[config.mk]
export PLATFORM = sky130hd
export DESIGN_NAME = hamming_decoder
export DESIGN_NICKNAME = d
export VERILOG_FILES = /design/src/rtl/hamming_decoder_pkg.sv /design/src/rtl/hamming_syndrome.sv /design/src/rtl/hamming_decoder.sv
export SDC_FILE = /design/constraint.sdc
export NUM_CORES = 1
export LEC_CHECK = 0
export ABC_CLOCK_PERIOD_IN_PS = 7300
export CAP_MARGIN = 10
export CORE_ASPECT_RATIO = 1.2
export CORE_MARGIN = 2
export CORE_UTILIZATION = 50
export DETAILED_ROUTE_END_ITERATION = 12
export PLACE_DENSITY = 0.84
export SYNTH_ARGS = -nofsm -noshare
export SYNTH_HDL_FRONTEND = slang
export SYNTH_SLANG_ARGS = --single-unit
[constraint.sdc]
create_clock -name Clk -period 7.3 [get_ports Clk]
set_clock_uncertainty 0.05 [all_clocks]
set_input_delay 1.095 -clock Clk [delete_from_list [all_inputs] [get_ports Clk]]
set_output_delay 1.095 -clock Clk [all_outputs]
set_load 0.02 [all_outputs]
[src/rtl/hamming_decoder_pkg.sv]
// Shared definitions for the SECDED byte-stream decoder: status codes,
// FSM state encoding, codeword bit positions and a data-extraction helper.
package hamming_decoder_pkg;

  typedef enum logic [1:0] {
    CLEAN = 2'b00,
    SEC   = 2'b01,
    DED   = 2'b10
  } dec_stat_t;

  typedef enum logic [2:0] {
    RX_LO = 3'd0,
    RX_HI = 3'd1,
    CHECK = 3'd2,
    TX_LO = 3'd3,
    TX_HI = 3'd4
  } dec_state_t;

  // Parity bits sit at the power-of-two Hamming positions; p0 is overall parity.
  localparam int P0_POS = 0;
  localparam int P1_POS = 1;
  localparam int P2_POS = 2;
  localparam int P4_POS = 4;
  localparam int P8_POS = 8;

  // d1..d11 in order, as codeword bit indices.
  localparam int DATA_POS [11] = '{3, 5, 6, 7, 9, 10, 11, 12, 13, 14, 15};

  // Gather the eleven data bits of a codeword into d11..d1 order.
  function automatic logic [10:0] extract_data(input logic [15:0] w);
    logic [10:0] d;
    d = '0;
    for (int i = 0; i < 11; i++) begin
      d[i] = w[DATA_POS[i]];
    end
    return d;
  endfunction

endpackage

[src/rtl/hamming_syndrome.sv]
// Combinational SECDED check of one 16-bit codeword: syndrome, overall
// parity, single-bit-corrected word and the resulting status code.
module hamming_syndrome
  import hamming_decoder_pkg::*;
(
  input  logic [15:0] word,
  output logic [3:0]  s,
  output logic        p,
  output logic [15:0] corrected,
  output dec_stat_t   stat
);

  // Syndrome is the XOR of the positions of all set bits; odd overall parity
  // means exactly one flipped bit, located at s (s==0 points at p0 itself).
  always_comb begin
    s         = '0;
    p         = ^word;
    corrected = word;
    stat      = CLEAN;
    for (int i = 1; i < 16; i++) begin
      if (word[i]) s = s ^ 4'(i);
    end
    if (p) begin
      corrected[s] = ~word[s];
      stat         = SEC;
    end else if (s != 4'd0) begin
      stat = DED;
    end
  end

endmodule

[src/rtl/hamming_decoder.sv]
// Sequential SECDED decoder on a valid/ready byte stream. Two codeword bytes
// in (LSW first), one check cycle, two result bytes out (LSW first).
//
// Handshake: a byte moves on a rising edge where valid and ready are both
// high. InReady depends only on state, OutValid/OutData only on registers,
// so there is no combinational path from the input side to the output side,
// and the output byte stays put while OutValid is high and OutReady is low.
module hamming_decoder
  import hamming_decoder_pkg::*;
#(
  parameter int W     = 8,
  parameter int CNT_W = 8
) (
  input  logic             Clk,
  input  logic             Reset,
  input  logic [W-1:0]     InData,
  input  logic             InValid,
  output logic             InReady,
  output logic [W-1:0]     OutData,
  output logic             OutValid,
  input  logic             OutReady,
  output logic [1:0]       Status,
  output logic [CNT_W-1:0] SingleCnt,
  output logic [CNT_W-1:0] DoubleCnt,
  input  logic             ClrCnt,
  output logic             Busy,
  output logic [2:0]       DbgState
);

  dec_state_t  state_q;
  dec_stat_t   status_q;
  logic [15:0] word_q;
  logic [W-1:0] lsw_q;
  logic [W-1:0] msw_q;

  logic [3:0]  syn_s;
  logic        syn_p;
  logic [15:0] syn_corr;
  dec_stat_t   syn_stat;
  logic [10:0] data_out;

  hamming_syndrome u_syndrome (
    .word      (word_q),
    .s         (syn_s),
    .p         (syn_p),
    .corrected (syn_corr),
    .stat      (syn_stat)
  );

  // A DED word is never flipped by the checker, so the corrected word is
  // also the raw word in that case and one extraction path serves all cases.
  assign data_out = extract_data(syn_corr);

  // Handshake and debug outputs are pure functions of registered state.
  assign InReady  = (state_q == RX_LO) || (state_q == RX_HI);
  assign OutValid = (state_q == TX_LO) || (state_q == TX_HI);
  assign OutData  = (state_q == TX_HI) ? msw_q : lsw_q;
  assign Busy     = (state_q != RX_LO);
  assign Status   = status_q;
  assign DbgState = state_q;

  // Main FSM: collect two bytes, check once, then present two result bytes.
  always_ff @(posedge Clk) begin
    if (!Reset) begin
      state_q  <= RX_LO;
      status_q <= CLEAN;
      word_q   <= '0;
      lsw_q    <= '0;
      msw_q    <= '0;
    end else begin
      case (state_q)
        RX_LO: if (InValid) begin
          word_q[7:0] <= InData;
          state_q     <= RX_HI;
        end
        RX_HI: if (InValid) begin
          word_q[15:8] <= InData;
          state_q      <= CHECK;
        end
        CHECK: begin
          lsw_q    <= data_out[7:0];
          msw_q    <= {syn_stat, 3'b000, data_out[10:8]};
          status_q <= syn_stat;
          state_q  <= TX_LO;
        end
        TX_LO: if (OutReady) state_q <= TX_HI;
        TX_HI: if (OutReady) state_q <= RX_LO;
        default: state_q <= RX_LO;
      endcase
    end
  end

  // Saturating error counters; a clear beats a same-cycle increment.
  always_ff @(posedge Clk) begin
    if (!Reset || ClrCnt) begin
      SingleCnt <= '0;
      DoubleCnt <= '0;
    end else if (state_q == CHECK) begin
      if (syn_stat == SEC && SingleCnt != '1) SingleCnt <= SingleCnt + 1'b1;
      if (syn_stat == DED && DoubleCnt != '1) DoubleCnt <= DoubleCnt + 1'b1;
    end
  end

endmodule

==> results.md, run 1 <==
- Vias in the first global route: 2,362
- Via Count: 2,556
- Syn_nets: 350
- Worst-skew pair later-pin latency: 0.30 ns
- Most common cell after layout, fill and taps aside: dfxtp_1
- Initial detailed-routing violation count: 85
- PwrDens: 206 nW/um^2
- Fin crit share: 44.9%
- Minimum clock period: 3.28 ns
- HP Class: register to register
- Horiz. Die Dim: 73.8 um
- Ys flop type: dfxtp_1
- Drc violations: 0
- Seq pwr share: 39.9%
- Congestion Overflow GR: 0
- Maxcap violations: 0
- First-pass GRT wire length: 10.6 mm
- Largest net degree at the start of global routing: 34
- Commonest cells after routing, fill and taps aside: 48 x dfxtp_1, 44 x clkdlybuf4s50_1, 41 x nand2_1, 23 x nor2_1, 23 x xnor2_1
- CP required: 6.15 ns
- Inserted Diodes: 0
- Initial antenna violation count: 0
- CP Cell Sequence: nor3b_1 -> buf_4 -> mux2_2 -> clkdlybuf4s50_1
- CTS Buf Count: 5
- Met3 usage: 3.11%
- EDFF count, synth: 0
- Clk sink count: 48
- Die area: 6480 sq um
- Yosys cell types: 54
- Final hold violations: 0
- Clock buffer depth: 2
- Worst-path maximum fanout: 10
- Clock network power share: 23.2%
- Ys Warns: 0
- RSZ-0062 raised after global routing: false
- Final setup fails: 0
- Sw Ratio: 36.1%
- Synthesized area per cell: 8.72 sq um
- # H-tree levels: 2
- Crit start category: register
- Setup bufs post-CTS: 0
- CTS root buf: clkbuf_8
- Final Total Pwr: 0.722 mW
- GR Util All Layers: 20.5%
- Status: finished clean
- Max stage delay cell, worst path: clkdlybuf4s50_1
- Highest Clock Rate: 0.305 GHz
- Vias per inst: 5.63
- Dpl ws: 3.96 ns
- Initial core utilization: 51.6%
- Mapped Cells: 335
- Met1 Track Usage GR: 24.3%
- Std cell rows: 30
- Pleak: 1.21 nW
- Net switching power: 0.261 mW
- Post-CTS sizing: 0
- Drt total wl: 6.31 mm
- Fin Setup TNS: 0 ns
- Drt wl/cell: 13.9 um
- Yosys reg bits: 48
- Synthesized area: 2920 sq um
- Fin. max-slew vios: 0
- CTS Hold Bufs: 0
- Max VDD drop: 0.112 mV
- GR peak layer: met2
- Port bufs: 44
- Final net count: 388
- Clk pin slew, worst setup/hold paths: 0.09 ns
- Internal power component: 0.461 mW
- Final worst setup slack: 4.02 ns
- Worst Path Arrival: 2.13 ns
- Crit path capture type: output pin
- Final antenna-violating net count: 0
- Comb pwr share: 36.9%
- Pre-Repair DR Iteration Count: 5
- Die Y: 87.8 um
- GP Congestion: 0.884
- Area grow syn2layout: 19.7%
- Met2 Resource Use GR: 36.9%
- Synth async-reset ratio: 0%
- Crit Path Class: register to output pin
- Tightest Pin Transition: 0.975 ns
- Sequential area share after synthesis: 32.9%
- CP max stage delay: 0.54 ns
- TritonCTS clock tree: built
- Hpwl dp: 4.71 mm
- Ports: 45
- Max_slew headroom: 34.8%
- CORE AREA: 5670 sq um
- Layout cell share with drive strength beyond 1: 7.75%
-- kinds of logic (layout without fill, tap and decap cells) --
group | after synthesis | in the layout | share of synthesized area, %
flip-flops | 48 | 48 | 32.9
AO/OA/AOI/OAI | 74 | 74 | 16.5
XOR/XNOR | 40 | 40 | 14.7
AND/OR/NAND/NOR | 129 | 129 | 22.0
adder cells (fa/ha/maj) | 2 | 2 | 0.856
multiplexers | 24 | 24 | 10.1
buffers and inverters | 18 | 57 | 2.91
-- Yosys cell counts, types with 8 or more instances --
cell      instances  area (sq um)
xor2_1           12           105
a21boi_0          8          60.1
nor2_1           23          86.3
o21ai_0          14          70.1
mux2_2            9           101
nand3_1          10          50.1
dfxtp_1          48           961
nor3_1            8          40.0
mux2i_1          12           120
clkbuf_1          9          33.8
xnor2_1          23           201
a21oi_1          15          75.1
nor2b_1          17           106
nand2_1          41           154
-- state kept, by name, indices dropped and copies added (netlist names) --
name       count
DbgState       3
DoubleCnt      8
SingleCnt      8
Status         2
lsw_q          8
msw_q          3
word_q        16
-- worst max-delay path: cells and delay by family (launching register included) --
kind	cells	cell delay, ns
mux	1	0.35
flops	1	0.48
buf+inv	2	0.76
simple gates	1	0.24
-- worst paths after layout --
kind | cells past startpoint | startpoint | endpoint | slack, ns
setup / recovery | 4 | DbgState[2] | OutData[6] | 4.02
hold / removal | 2 | DoubleCnt[4] | DoubleCnt[4] | 0.45
setup reg to reg | 7 | word_q[11] | DoubleCnt[3] | 4.35
hold reg to reg | 2 | DoubleCnt[4] | DoubleCnt[4] | 0.45
-- stage by stage --
step	utilization (%)	std cells	area, sq um	hold WS, ns
6_report	61.7	454	3500	0.449
5_1_grt	61.7	454	3500	0.474
4_1_cts	61.7	454	3500	0.455
3_5_place_dp	60.0	446	3400	0.444
3_3_place_gp	60.0	446	3400	0.427
2_1_floorplan	-	335	2920	0.415
-- routing by layer --
| layer | vias up | wire length [um] |
|---|---|---|
| met4 | 0 | 103 |
| met5 | - | 0 |
| met3 | 9 | 237 |
| met2 | 70 | 3290 |
| li1 | 1267 | - |
| met1 | 1210 | 2680 |
-- layout make-up --
class | instances | area, sq um
clock buffer | 6 | 82.6
clock inverter | 2 | 15.0
fill | 497 | 2170
inverter | 4 | 15.0
multi-input combinational | 269 | 1880
sequential | 48 | 961
tap | 80 | 100
timing repair buffer | 45 | 448
-- power groups by stage --
stage | clock (mW) | combinational [mW] | sequential (mW)
2_1_floorplan | 0 | 0.212 | 0.290
3_3_place_gp | 0 | 0.257 | 0.294
3_5_place_dp | 0 | 0.264 | 0.294
4_1_cts | 0.171 | 0.266 | 0.288
5_1_grt | 0.179 | 0.291 | 0.290
6_report | 0.167 | 0.267 | 0.288
(Power assumes the default switching activity.)
==> run 2: changes to the inputs <==
ABC_CLOCK_PERIOD_IN_PS = 3000   (was 7300)
CORE_UTILIZATION = 49   (was 50)
PLACE_DENSITY = 0.86   (was 0.84)
clock period = 3 ns   (was 7.3 ns; I/O delays follow)
==> run 2 against run 1 <==
Compared with the run above:
- sequential share of layout area is 0.86 points lower
- design area is 3.2% higher
- via count grew 3.5%
- routed wire length increased by 9.7%
- die area up 1.9%
- sequential power up 140%
- worst hold slack better by 0.0070 ns
- sequential cell count did not move
- utilization rose by 1.6 points
- setup slack worse by 3.9 ns
- cell count up 2.0%
- register-to-register slack got worse by 4.2 ns
==> results.md, run 2 (synthesized netlist as in run 1, its figures left out) <==
- Final net count: 398 (+2.6%)
- Initial core utilization: 51.2% (-0.34 points)
- Pre-Repair DR Iteration Count: 5 (unchanged)
- Drt wl/cell: 15.0 um (+7.6%)
- Maxcap violations: 0 (unchanged)
- CTS Buf Count: 5 (unchanged)
- PwrDens: 544 nW/um^2 (+160%)
- Largest net degree at the start of global routing: 34 (unchanged)
- Fill count: 493 (-0.80%)
- Most common cell after layout, fill and taps aside: dfxtp_1
- Status: finished clean
- Clk sink count: 48 (unchanged)
- Non-Filler Instances: 463 (+2.0%)
- Minimum clock period: 2.85 ns
- Final antenna-violating net count: 0 (unchanged)
- Crit start category: register
- Max_slew headroom: 59.3% (+24 points)
- Vias in the first global route: 2,434 (+3.0%)
- Placed Instances: 454 (+1.8%)
- Die Y: 88.6 um (+0.97%)
- GR Util All Layers: 21.6% (+1.1 points)
- Std cell rows: 30 (unchanged)
- Initial antenna violation count: 0 (unchanged)
- Hpwl dp: 5.13 mm (+8.9%)
- Worst-path maximum fanout: 9 (-1)
- Clock buffer depth: 2 (unchanged)
- Reg area: 961 sq um (unchanged)
- Final setup fails: 0 (unchanged)
- Commonest cells after routing, fill and taps aside: 48 x dfxtp_1, 44 x clkdlybuf4s50_1, 41 x nand2_1, 23 x nor2_1, 23 x xnor2_1
- Crit path capture type: register
- Design Area, Final: 3610 sq um (+3.2%)
- Highest Clock Rate: 0.351 GHz
- Final hold violations: 0 (unchanged)
- CP required: 3.17 ns (-2.98 ns)
- CORE AREA: 5710 sq um (+0.66%)
- Vias per inst: 5.71 (+1.5%)
- Clk pin slew, worst setup/hold paths: 0.09 ns (about the same)
- Port bufs: 44 (unchanged)
- HP Class: register to register
- Die area: 6600 sq um (+1.9%)
- Crit Path Class: register to register
- Area grow syn2layout: 23.5%
- Tightest Pin Transition: 0.606 ns (-0.368 ns)
- Post-DP Area: 3460 sq um (+1.8%)
- Top reg by flops: word_q
- Inserted Diodes: 0 (unchanged)
- Final worst setup slack: 0.154 ns (-3.87 ns)
- RSZ-0062 raised after global routing: false
- Footprint of the multi-input gates: 1880 sq um (+0.33%)
- GP Congestion: 0.901 (+1.9%)
- Max VDD drop: 0.285 mV (+150%)
- Dpl ws: 0.117 ns (-3.84 ns)
- Pleak: 1.28 nW (+6.0%)
- Fin. max-slew vios: 0 (unchanged)
- Worst Path Arrival: 3.02 ns (+0.89 ns)
- Ports: 45 (unchanged)
- Finished Core Util: 63.3% (+1.6 points)
- First-pass GRT wire length: 11.3 mm (+6.0%)
- # H-tree levels: 2 (unchanged)
- CTS root buf: clkbuf_8
- Max FFs per register: 16 (unchanged)
- Horiz. Die Dim: 74.5 um (+0.96%)
- TritonCTS clock tree: built
- Layout cell share with drive strength beyond 1: 10.2% (+2.4 points)
- Fin crit share: 94.9%
- Worst-skew pair later-pin latency: 0.30 ns (about the same)
- Initial detailed-routing violation count: 132 (+55%)
- Drt total wl: 6.93 mm (+9.7%)
- Congestion Overflow GR: 0 (unchanged)
- Fin Setup TNS: 0 ns (unchanged)
- Drc violations: 0 (unchanged)
- Via Count: 2,646 (+3.5%)
run 2: what timing repair did:
item	4_1_cts	5_1_grt
setup endpoints to repair	0	8
hold buffers	0	0
endpoints found under the hold margin	0	0
buffers inserted	0	2
resized for setup	0	1
run 2: critical path, stage by stage, from the launching register on:
cell	delay, ns
dfxtp_1	0.44
xnor3_2	0.57
xnor2_4	0.31
xor2_4	0.31
buf_4	0.19
mux2_2	0.35
o22ai_2	0.23
nor3_2	0.12
a31oi_1	0.19
run 2: power breakdown:
group	total, mW	switching [mW]	internal [mW]
sequential	0.701	0.0356	0.666
combinational	0.714	0.408	0.305
clock	0.549	0.221	0.328
total	1.96	0.665	1.30
run 2: layout make-up:
| type | count | area share (%) |
|---|---|---|
| timing repair buffer | 55 | 14.5 |
| clock inverter | 2 | 1.66 |
| multi-input combinational | 269 | 52.1 |
| sequential | 48 | 26.6 |
| inverter | 4 | 0.416 |
| clock buffer | 5 | 1.91 |
| tap | 80 | 2.77 |
run 2: per-stage QoR:
| stage | total power, mW | hold slack, ns |
|---|---|---|
| 2_1_floorplan | 1.22 | 0.415 |
| 3_3_place_gp | 1.36 | 0.433 |
| 3_5_place_dp | 1.38 | 0.437 |
| 4_1_cts | 1.93 | 0.457 |
| 5_1_grt | 2.06 | 0.479 |
| 6_report | 1.96 | 0.456 |
run 2: final timing paths:
kind                startpoint      endpoint  slack [ns]  depth (start not counted)
setup / recovery     word_q[7]      lsw_q[1]        0.15                          8
hold / removal    DoubleCnt[4]  DoubleCnt[4]        0.46                          2
setup reg to reg     word_q[7]      lsw_q[1]        0.15                          8
hold reg to reg   DoubleCnt[4]  DoubleCnt[4]        0.46                          2
run 2: routing by layer:
layer	routed length [um]	vias up	global-route usage, %
met1	2950	1263	26.0
met2	3660	79	40.1
met5	0	-	0
met4	80	0	6.01
met3	242	11	2.39
li1	-	1293	-
==> run 3: changes to the inputs <==
CORE_MARGIN = 1.5   (was 2)
==> run 3 against run 2 <==
Compared with the run above:
- first-iteration DRC count increased by 12%
- sequential power about the same
- via count decreased by 1.7%
- non-clock buffer count decreased by 1
- design area decreased by 1.2%
- total power decreased by 8.1%
- sequential cell count unchanged
- maximum frequency decreased by 1.1%
- critical endpoint is now lsw_q[0]
- largest cell class unchanged
- largest power group is now sequential cells
==> results.md, run 3 (synthesized netlist as in run 1, its figures left out) <==
- Most common cell after layout, fill and taps aside: dfxtp_1
- Layout cell share with drive strength beyond 1: 9.92% (-0.26 points)
- Die Y: 87.6 um (-1.1%)
- Minimum clock period: 2.88 ns (+0.0327 ns)
- RSZ-0062 raised after global routing: false
- Highest Clock Rate: 0.347 GHz (-1.1%)
- Clk pin slew, worst setup/hold paths: 0.10 ns (about the same)
- Die area: 6440 sq um (-2.5%)
- Pleak: 1.25 nW (-2.2%)
- # H-tree levels: 2 (unchanged)
- Area grow syn2layout: 22.0%
- Std cell rows: 30 (unchanged)
- Worst-skew pair later-pin latency: 0.31 ns (about the same)
- Final net count: 397 (-0.25%)
- GR Util All Layers: 22.0% (+0.43 points)
- Port bufs: 44 (unchanged)
- Max FFs per register: 16 (unchanged)
- Met2 Wirelength: 3.43 mm (-6.1%)
- Fin. max-slew vios: 0 (unchanged)
- Initial detailed-routing violation count: 148 (+12%)
- Setup bufs post-CTS: 0 (unchanged)
- CP required: 3.19 ns (+0.02 ns)
- Worst-path maximum fanout: 10 (+1)
- Fin Setup TNS: 0 ns (unchanged)
- TritonCTS clock tree: built
- Crit path capture type: register
- Clk sink count: 48 (unchanged)
- Inserted Diodes: 0 (unchanged)
- HP Class: register to register
- Crit Path Class: register to register
- CTS root buf: clkbuf_8
- CP startpoint: word_q[7]
- Final worst setup slack: 0.121 ns (-0.0327 ns)
- Crit start category: register
- Top layer in use: met4
- Top reg by flops: word_q
- Max VDD drop: 0.332 mV (+17%)
- Status: finished clean
- Largest net degree at the start of global routing: 34 (unchanged)
- First-pass GRT wire length: 11.2 mm (-0.73%)
- Pre-Repair DR Iteration Count: 4 (-1)
- Vias in the first global route: 2,494 (+2.5%)
- Drc violations: 0 (unchanged)
- Worst r2r src: word_q[7]
- Congestion Overflow GR: 0 (unchanged)
- Worst Path Arrival: 3.07 ns (+0.05 ns)
- Drt wl/cell: 14.3 um (-4.1%)
- Crit path to: lsw_q[0]
- Via Count: 2,602 (-1.7%)
- Drt total wl: 6.64 mm (-4.1%)
- Final hold violations: 0 (unchanged)
- Initial antenna violation count: 0 (unchanged)
- Clock buffer depth: 2 (unchanged)
- Final antenna-violating net count: 0 (unchanged)
- Post-CTS sizing: 0 (unchanged)
- Initial core utilization: 51.2% (unchanged)
- Critical R2R Capture: lsw_q[0]
- Dpl ws: 0.239 ns (+0.121 ns)
- Vias per inst: 5.62 (-1.7%)
- GP Congestion: 0.905 (+0.42%)
- DR WL met3: 229 um (-5.4%)
- Max_slew headroom: 55.9% (-3.4 points)
- Hold Startpoint: word_q[0]
- PwrDens: 506 nW/um^2 (-6.9%)
- Fin crit share: 96.0% (+1.1 points)
- CTS Buf Count: 5 (unchanged)
- Commonest cells after routing, fill and taps aside: 48 x dfxtp_1, 44 x clkdlybuf4s50_1, 41 x nand2_1, 23 x nor2_1, 23 x xnor2_1
- CTS Hold Bufs: 0 (unchanged)
- Maxcap violations: 0 (unchanged)
- Worst r2r path cells: 7 (-1)
- Final setup fails: 0 (unchanged)
- Hpwl dp: 4.97 mm (-3.2%)
- Horiz. Die Dim: 73.5 um (-1.3%)
- R2r setup slk: 0.12 ns (-0.03 ns)
- Wl on met1: 2.81 mm (-4.5%)
- Ports: 45 (unchanged)
- CORE AREA: 5710 sq um (unchanged)
- Tightest Pin Transition: 0.658 ns (+0.0511 ns)
run 3: cell types whose count changed in the layout (fill, tap and decap cells not counted):
cell / previous run / this run
clkinvlp_4: 0 / 2
o22ai_1: 4 / 5
buf_4: 11 / 10
bufinv_16: 2 / 0
clkbuf_8: 5 / 6
o22ai_2: 1 / 0
run 3: cell type report:
class,count,area [sq um]
clock buffer,6,82.6
clock inverter,2,15.0
fill,493,2140
inverter,4,15.0
multi-input combinational,269,1880
sequential,48,961
tap,80,100
timing repair buffer,54,515
run 3: where the power goes:
group	internal, mW	switching [mW]
combinational	0.295	0.384
sequential	0.666	0.0354
clock	0.187	0.238
run 3: worst min-delay path by stage:
stage / endpoint / slack (ns) / cells after the start
6_report: word_q[0] / 0.46 / 2
5_1_grt: word_q[0] / 0.47 / 2
4_1_cts: word_q[0] / 0.46 / 2
3_5_place_dp: word_q[0] / 0.45 / 2
3_3_place_gp: DoubleCnt[4] / 0.43 / 2
2_1_floorplan: msw_q[0] / 0.42 / 2
run 3: metrics by stage:
| step | cell area (sq um) | cells | power (mW) | hold WS, ns | util [%] |
|---|---|---|---|---|---|
| after detailed placement | 3470 | 455 | 1.39 | 0.445 | 60.8 |
| after global placement | 3470 | 455 | 1.37 | 0.432 | 60.8 |
| final | 3570 | 463 | 1.81 | 0.456 | 62.5 |
| after CTS | 3570 | 463 | 1.81 | 0.458 | 62.5 |
| after floorplan | 2920 | 335 | 1.22 | 0.415 | - |
| after global routing | 3570 | 463 | 1.89 | 0.468 | 62.5 |
run 3: metal layers:
layer | vias to the layer above | global-route usage, %
met2 | 66 | 39.2
met1 | 1232 | 25.8
met3 | 20 | 2.76
met4 | 0 | 10.8
met5 | - | 0
li1 | 1284 | -
run 3: worst max-delay path, cell delays in order, from the launching register on:
cell and delay (ns):
dfxtp_1 0.43, xnor3_2 0.56, xnor2_4 0.30, xor2_4 0.35, mux2_2 0.38, o22ai_1 0.35
mux2i_1 0.16, a21oi_1 0.21
